### src/rtl/wfc_pkg.sv
// Shared types for the wall-following controller: FSM state codes and turn direction.
package wfc_pkg;

  typedef enum logic [2:0] {
    ST_STANDBY = 3'd0,
    ST_SEEK    = 3'd1,
    ST_FOLLOW  = 3'd2,
    ST_TURN_R  = 3'd3,
    ST_TURN_L  = 3'd4,
    ST_REMOVE  = 3'd5
  } state_t;

  localparam logic SENT_RIGHT = 1'b0;
  localparam logic SENT_LEFT  = 1'b1;

endpackage

### src/rtl/sensor_debounce.sv
// Per-sensor debounce: the filtered bit follows raw only after CYCLES consecutive
// disagreeing edges; any agreeing edge restarts the count.
module sensor_debounce #(
  parameter int unsigned CYCLES = 3
) (
  input  logic clockc2,
  input  logic reset,
  input  logic raw,
  output logic filt
);

  localparam int unsigned CW = $clog2(CYCLES + 1);
  localparam logic [CW-1:0] LAST = CW'(CYCLES - 1);

  logic [CW-1:0] cnt;

  always_ff @(posedge clockc2) begin
    if (!reset) begin
      cnt  <= '0;
      filt <= 1'b0;
    end else if (raw == filt) begin
      cnt <= '0;
    end else if (cnt == LAST) begin
      filt <= raw;
      cnt  <= '0;
    end else begin
      cnt <= cnt + 1'b1;
    end
  end

endmodule

### src/rtl/wall_follow_ctrl.sv
// Wall-following controller for the pipe-cleaning robot; registered Moore outputs.
// Define WFC_DEBOUNCE_EN to debounce the sensors, otherwise each is a single flop.
module wall_follow_ctrl
  import wfc_pkg::*;
#(
  parameter int unsigned DEBOUNCE_CYCLES = 3,
  parameter int unsigned TURN_CYCLES     = 4,
  parameter int unsigned LOST_CYCLES     = 5,
  parameter int unsigned REMOVE_MAX      = 8,
  parameter int unsigned MAX_TURNS       = 3
) (
  input  logic       clockc2,
  input  logic       reset,
  input  logic       start,
  input  logic       head,
  input  logic       left,
  input  logic       under,
  input  logic       barreira,
  output logic       avancar,
  output logic       girar,
  output logic       sentido,
  output logic       remover,
  output logic       fault,
  output logic [2:0] state_o
);

  if (DEBOUNCE_CYCLES < 1 || TURN_CYCLES < 1 || LOST_CYCLES < 1 ||
      REMOVE_MAX < 1 || MAX_TURNS < 1) begin : g_param_check
    $error("wall_follow_ctrl: all cycle/count parameters must be >= 1");
  end

  localparam int unsigned TW = $clog2(TURN_CYCLES + 1);
  localparam int unsigned LW = $clog2(LOST_CYCLES + 1);
  localparam int unsigned RW = $clog2(REMOVE_MAX + 1);
  localparam int unsigned NW = $clog2(MAX_TURNS + 1);

  localparam logic [TW-1:0] TURN_LOAD   = TW'(TURN_CYCLES);
  localparam logic [TW-1:0] TURN_EXPIRE = TW'(1);
  localparam logic [LW-1:0] LOST_LAST   = LW'(LOST_CYCLES - 1);
  localparam logic [RW-1:0] REM_LAST    = RW'(REMOVE_MAX - 1);
  localparam logic [NW-1:0] RETRY_LAST  = NW'(MAX_TURNS - 1);

  logic h, l, u, b;

`ifdef WFC_DEBOUNCE_EN
  sensor_debounce #(.CYCLES(DEBOUNCE_CYCLES)) u_db_head (
    .clockc2(clockc2), .reset(reset), .raw(head),     .filt(h));
  sensor_debounce #(.CYCLES(DEBOUNCE_CYCLES)) u_db_left (
    .clockc2(clockc2), .reset(reset), .raw(left),     .filt(l));
  sensor_debounce #(.CYCLES(DEBOUNCE_CYCLES)) u_db_under (
    .clockc2(clockc2), .reset(reset), .raw(under),    .filt(u));
  sensor_debounce #(.CYCLES(DEBOUNCE_CYCLES)) u_db_barreira (
    .clockc2(clockc2), .reset(reset), .raw(barreira), .filt(b));
`else
  always_ff @(posedge clockc2) begin
    if (!reset) {h, l, u, b} <= '0;
    else        {h, l, u, b} <= {head, left, under, barreira};
  end
`endif

  state_t        state, state_n;
  logic [TW-1:0] turn_t, turn_n;
  logic [LW-1:0] lost, lost_n;
  logic [RW-1:0] rem, rem_n;
  logic [NW-1:0] retry, retry_n;
  logic          fault_n;
  logic          avancar_n, girar_n, sentido_n, remover_n;

  // Counters default to zero so that leaving a state always clears its counter.
  always_comb begin
    state_n = state;
    fault_n = fault;
    turn_n  = '0;
    lost_n  = '0;
    rem_n   = '0;
    retry_n = '0;

    unique case (state)
      ST_STANDBY: begin
        if (start && !u) begin
          state_n = ST_SEEK;
          fault_n = 1'b0;
        end
      end
      ST_SEEK, ST_FOLLOW: begin
        if (u) begin
          state_n = ST_STANDBY;
          fault_n = 1'b1;
        end else if (b) begin
          state_n = ST_REMOVE;
        end else if (h) begin
          state_n = ST_TURN_R;
          turn_n  = TURN_LOAD;
        end else if (state == ST_SEEK) begin
          if (l) state_n = ST_FOLLOW;
        end else if (!l) begin
          if (lost == LOST_LAST) begin
            state_n = ST_TURN_L;
            turn_n  = TURN_LOAD;
          end else begin
            lost_n = lost + 1'b1;
          end
        end
      end
      ST_TURN_R: begin
        retry_n = retry;
        if (u) begin
          state_n = ST_STANDBY;
          fault_n = 1'b1;
          retry_n = '0;
        end else if (turn_t <= TURN_EXPIRE) begin
          if (!h) begin
            state_n = ST_FOLLOW;
            retry_n = '0;
          end else if (retry == RETRY_LAST) begin
            state_n = ST_STANDBY;
            fault_n = 1'b1;
            retry_n = '0;
          end else begin
            retry_n = retry + 1'b1;
            turn_n  = TURN_LOAD;
          end
        end else begin
          turn_n = turn_t - 1'b1;
        end
      end
      ST_TURN_L: begin
        if (u) begin
          state_n = ST_STANDBY;
          fault_n = 1'b1;
        end else if (turn_t <= TURN_EXPIRE) begin
          state_n = l ? ST_FOLLOW : ST_SEEK;
        end else begin
          turn_n = turn_t - 1'b1;
        end
      end
      ST_REMOVE: begin
        if (u) begin
          state_n = ST_STANDBY;
          fault_n = 1'b1;
        end else if (!b) begin
          state_n = ST_FOLLOW;
        end else if (rem == REM_LAST) begin
          state_n = ST_STANDBY;
          fault_n = 1'b1;
        end else begin
          rem_n = rem + 1'b1;
        end
      end
      default: state_n = ST_STANDBY;
    endcase

    avancar_n = (state_n == ST_SEEK) || (state_n == ST_FOLLOW);
    girar_n   = (state_n == ST_TURN_R) || (state_n == ST_TURN_L);
    sentido_n = (state_n == ST_TURN_L) ? SENT_LEFT : SENT_RIGHT;
    remover_n = (state_n == ST_REMOVE);
  end

  always_ff @(posedge clockc2) begin
    if (!reset) begin
      state   <= ST_STANDBY;
      turn_t  <= '0;
      lost    <= '0;
      rem     <= '0;
      retry   <= '0;
      fault   <= 1'b0;
      avancar <= 1'b0;
      girar   <= 1'b0;
      sentido <= 1'b0;
      remover <= 1'b0;
      state_o <= '0;
    end else begin
      state   <= state_n;
      turn_t  <= turn_n;
      lost    <= lost_n;
      rem     <= rem_n;
      retry   <= retry_n;
      fault   <= fault_n;
      avancar <= avancar_n;
      girar   <= girar_n;
      sentido <= sentido_n;
      remover <= remover_n;
      state_o <= state_n;
    end
  end

endmodule

### config.mk
export PLATFORM = sky130hd
export DESIGN_NAME = wall_follow_ctrl
export DESIGN_NICKNAME = d
export VERILOG_FILES = /design/src/rtl/wfc_pkg.sv /design/src/rtl/sensor_debounce.sv /design/src/rtl/wall_follow_ctrl.sv
export SDC_FILE = /design/constraint.sdc
export NUM_CORES = 1
export LEC_CHECK = 0
export BUFFER_PORTS_ARGS = -buffer_cell sky130_fd_sc_hd__buf_4
export CAP_MARGIN = 20
export CORE_AREA = 5 5 56 58
export CTS_CLUSTER_SIZE = 40
export DETAILED_ROUTE_END_ITERATION = 16
export DIE_AREA = 0 0 61 63
export PLACE_DENSITY = 0.77
export SETUP_SLACK_MARGIN = 0.4
export SLEW_MARGIN = 0
export SYNTH_ARGS = -nofsm -noshare
export SYNTH_HDL_FRONTEND = slang
export SYNTH_HIERARCHICAL = 1
export SYNTH_SLANG_ARGS = --single-unit
### constraint.sdc
create_clock -name clockc2 -period 4.26 [get_ports clockc2]
set_clock_uncertainty 0.15 [all_clocks]
set_input_delay 0.426 -clock clockc2 [delete_from_list [all_inputs] [get_ports clockc2]]
set_output_delay 0.426 -clock clockc2 [all_outputs]
set_load 0.02 [all_outputs]
# Yosys cells after proc, flatten, opt, wreduce, memory -nomap -nowiden
# Cells that the tools add are included.
# word_totals
regBits,24
out_inout_bits,8
word_cells,101
# classes
addsub,4
order_cmp,1
n_eq_ne,20
muxes,45
bitwise,5
n_reduce_logical,12
# ops
operator,n
3-bit two-way mux,29
3-bit equality test (second input constant),5
3-bit inequality test (second input constant),5
3-bit one-hot mux with 5 select lines,1
3-bit by 2-bit equality test with 1-bit output (second input constant),4
1-bit two-way mux,10
3-bit one-hot mux with 3 select lines,1
8-bit AND reduction,1
8-bit OR reduction,1
3-bit by 1-bit equality test with 1-bit output (second input constant),2
2-bit two-way mux,3
3-bit OR reduction,2
1-bit NOT,5
5-bit OR reduction,1
4-bit by 1-bit adder with 4-bit output (second input constant),1
4-bit by 3-bit equality test with 1-bit output (second input constant),1
1-bit one-hot mux with 4 select lines,1
4-bit nonzero test,1
3-bit by 1-bit adder with 3-bit output (second input constant),1
3-bit by 1-bit <= comparator with 1-bit output (second input constant),1
3-bit logical NOT,1
3-bit by 1-bit subtractor with 3-bit output (second input constant),1
2-bit by 1-bit adder with 2-bit output (second input constant),1
2-bit equality test (second input constant),1
other kinds (6),7

# Depth between registers and ports, before layout
# depth
word_depth,10
depth_mapped,7
depth_no_buf,7

# Worst setup path after synthesis
# No wires, ideal clock.
# synth_timing
path_type,reg2reg
from,register state[1]
to,register girar
t_arrival_ns,1.589
path_slack_ns,2.405
stages_incl_launch_ff,7
period_less_slack_ns,1.855
path_cell_list,dfxtp_1 -> buf_2 -> nor3_1 -> o21ai_1 -> o211ai_2 -> or4_1 -> o211a_1
# synth_via
elab_chain_len,9
word_cells_on_any_way,28
classes_between,eq/ne (7); mux (18); reduce/logical (3)
# synth_lines
item,line,rtl
start: declaration,wall_follow_ctrl.sv:61,"state_t state, state_n;"
start signal: assignment,wall_follow_ctrl.sv:173,state <= state_n;
3-bit two-way mux,wall_follow_ctrl.sv:97,if (lost == LOST_LAST) begin
3-bit two-way mux,wall_follow_ctrl.sv:96,end else if (!l) begin
3-bit two-way mux,wall_follow_ctrl.sv:94,end else if (state == ST_SEEK) begin
3-bit two-way mux,wall_follow_ctrl.sv:91,end else if (h) begin
3-bit two-way mux,wall_follow_ctrl.sv:89,end else if (b) begin
3-bit two-way mux,wall_follow_ctrl.sv:86,if (u) begin
3-bit one-hot mux with 5 select lines (*),wall_follow_ctrl.sv:78,unique case (state)
3-bit by 2-bit equality test with 1-bit output or 3-bit equality test (tied branches),wall_follow_ctrl.sv:154,girar_n = (state_n == ST_TURN_R) || (state_n == ST_TURN_L);
1-bit logical OR (*),wall_follow_ctrl.sv:154,
end signal: assignment,wall_follow_ctrl.sv:180,girar <= girar_n;
end: declaration,wall_follow_ctrl.sv:20,"output logic girar,"
# Mark *: on every way between the ends. The rest lies on a longest branch, timed or not.
# A chain may end at the register's enable or synchronous reset.

# Final worst setup path
# layout_timing
from,register state[0]
to,register girar
# The elaborated chain is that of the path after synthesis.

==> key figures <==
Die
  – Row cnt: 19
  – Die area: 3840 sq um
  – Core area: around 2600 sq um
  – Ports: 15
  – Die Wd: about 61 um
  – Starting Density: 0.475
  – Die H: between 60 and 70 um

Setup path
  – Critical path arrival: roughly 2200 ps
  – CP Class: reg2reg
  – RR Endpoint: girar
  – Critical path peak fanout: 17
  – Crit path required time: ~4300 ps
  – Worst r2r path cells: 5
  – CP Launch Type: register
  – R2R setup slack: 2130 ps
  – Critical Path Max Stage Delay: 660 ps
  – Top delay family on crit path: simple AND/OR/NAND/NOR gates
  – Cell Chain, Critical Path: nand2b_1, nor4_1, or2_2, nor2_1, o211a_1
  – Crit path buf inv count: 0
  – CP Capture Type: register
  – Reg2reg start: state[0]
  – Slowest CP cell: dfxtp_1

STA
  – Final period utilization: 0.500
  – Fmax: ~470 MHz
  – Fin. Hold Viols: 0
  – Relative slew slack: 0.596
  – Worst slew pin tran: around 600 ps
  – Unrepaired setup endpoints after global routing: false
  – Fin crit period: 2130 ps
  – Worst Slack Setup Final: approximately 2100 ps
  – Fin. max-slew vios: 0
  – Final hold slack: 148 ps
  – Endpoints failing setup: 0
  – Sum Neg Setup Slack: 0 ps

Detailed routing
  – DR vias: between 1000 and 1500
  – WL final: approximately 2.5 mm
  – Antenna viol nets, final: 0
  – Drt initial violations: 27
  – TritonRoute pass-1 iters: 4
  – DRC: 0
  – Via/cell ratio: approximately 5.6
  – Routed len/inst: between 10 and 15 um

Synth
  – Ys async rst share: 0
  – Top FF cell, synth: dfxtp_1
  – Most numerous cell in the Yosys netlist: dfxtp_1
  – Yosys warning total: 6
  – Top cells by count, synth: 24 x dfxtp_1, 20 x nor2_1, 9 x inv_1
  – Avg Synthesized Cell Area: 8.39 sq um
  – FF+latch count, synth: 24
  – Post-synth EDFFs: 0
  – Syn_nets: 159
  – Mapped Area: ~1200 sq um
  – Largest cells by area after synthesis: dfxtp_1 39%, nor2_1 6.0%, ha_1 4.0%
  – Seq/Total Area, Yosys: 0.387
  – Top cell type by total area after synthesis: dfxtp_1
  – Top-area cell type share of the netlist area: 0.387
  – Cell variety after synth: a little under 50
  – Syn Inst Count: 148

Clocking
  – H-tree level count: 1
  – Total CTS buffers: 3
  – Post-CTS sizing: 0
  – CTS max path bufs: 2
  – CTS tree: yes
  – Clock transition at the registers of the reported paths: around 140 ps
  – Post-cts hold buffer count: 0
  – Post CTS Setup Buffer Count: 0
  – CTS root buf: clkbuf_4
  – Skew-Pair Late Insertion Delay: 320 ps
  – Clk sinks: 24

Final layout
  – Fraction of layout cells with a size suffix above 1: 0.150
  – Synthesis-to-layout area growth: 13.1%
  – Nets@finish: between 150 and 200
  – Ant. Diodes: 0

Min path
  – Hold_sp: head
  – Hold Crit Endpoint: h
  – WHS Path Cells: 2
  – Hold Crit Class: in2reg

Global routing
  – Grt ovf: 0
  – Global-route wire length before repair: around 4.3 mm
  – Total GRT Usage: 0.145
  – Number of global-route vias before repair: about 1000
  – Initial antenna violation count: 0
  – Largest net degree at the start of global routing: 18

Placed design
  – Pre-CTS WS: ~2200 ps
  – I/O Buffers: 14
  – Detailed placer's ending HPWL: ~1.9 mm
  – Final RePlAce weighted congestion: between 0.9 and 1

Pwr
  – PwrDens: about 330 nW/um^2
  – Lkg Pwr: 0.576 nW
  – Worst vdd ir: 255 uV
  – Total power: 0.465 mW

Outcome
  – Status: finished clean

Run
  – Number of max-cap violations: 0
[cells in the final DEF, fill, tap and decap left out, types with 2 or more instances in the layout]
cell type   n
dfxtp_1    24
nor2_1     20
buf_4      14
inv_1       9
o21ai_0     8
nand2_1     7
nor2b_1     6
and2_1      6
nand3_1     5
a21oi_1     5
nand2b_1    4
nor3_1      4
ha_1        4
xnor2_1     3
nor3b_1     3
clkbuf_4    3
and3_1      2
nand4_1     2
or3_1       2
[cells by family (layout without fill, tap and decap cells)]
group / count (synthesis) / in the layout / synth area share
xor gates and xnor gates: 4 / 4 / 0.0282
and+or+nand+nor: 71 / 71 / 0.315
muxes: 1 / 1 / 0.00806
AOI/OAI and AO/OA: 29 / 29 / 0.167
DFF: 24 / 24 / 0.387
buffers and inverters: 15 / 27 / 0.0544
adders and majority gates: 4 / 4 / 0.0403
[metrics by stage]
stage	util	std cells	cell area (sq um)
final	0.537	191	1400
after global routing	0.537	191	1400
after CTS	0.537	191	1400
after detailed placement	0.517	187	1350
after global placement	0.517	187	1350
after floorplan	-	148	1240
[power by group]
part	switching [mW]	leakage, nW	internal, mW
logic	0.0300	0.353	0.0269
clock network	0.0705	0.0279	0.0951
registers	0.0113	0.195	0.231
[flip-flops by register name (all words and copies together), names as in the netlist]
| register | cells |
|---|---|
| fault | 1 |
| lost | 3 |
| b | 1 |
| h | 1 |
| state | 3 |
| u | 1 |
| avancar | 1 |
| remover | 1 |
| girar | 1 |
| l | 1 |
| sentido | 1 |
| turn_t | 3 |
| retry | 2 |
| rem | 4 |
[how the worst max path moves through the flow]
stage	startpoint	to	slack, ps	cells past startpoint
floorplan	state[1]	girar	2400	6
global placement	state[2]	avancar	2190	4
detailed placement	state[0]	girar	2160	5
CTS	state[2]	avancar	2140	4
global route	state[0]	remover	1900	5
finish	state[0]	girar	2130	5
[layout make-up]
class | instances | area [sq um]
fillers | 254 | 1210
well taps | 31 | 38.8
inverters | 9 | 33.8
flip-flops and latches | 24 | 480
clock inverters | 1 | 30.0
clock buffers | 3 | 22.5
repair buffers | 14 | 105
multi-input cells | 109 | 693
[layer usage]
| metal | up-vias | track usage | share of wire |
|---|---|---|---|
| li1 | 541 | - | - |
| met1 | 490 | 0.165 | 0.42 |
| met2 | 27 | 0.235 | 0.51 |
| met3 | 10 | 0.0289 | 0.036 |
| met4 | 0 | 0.0976 | 0.031 |
| met5 | - | 0 | 0 |
Power figures use the tool's default switching activity.
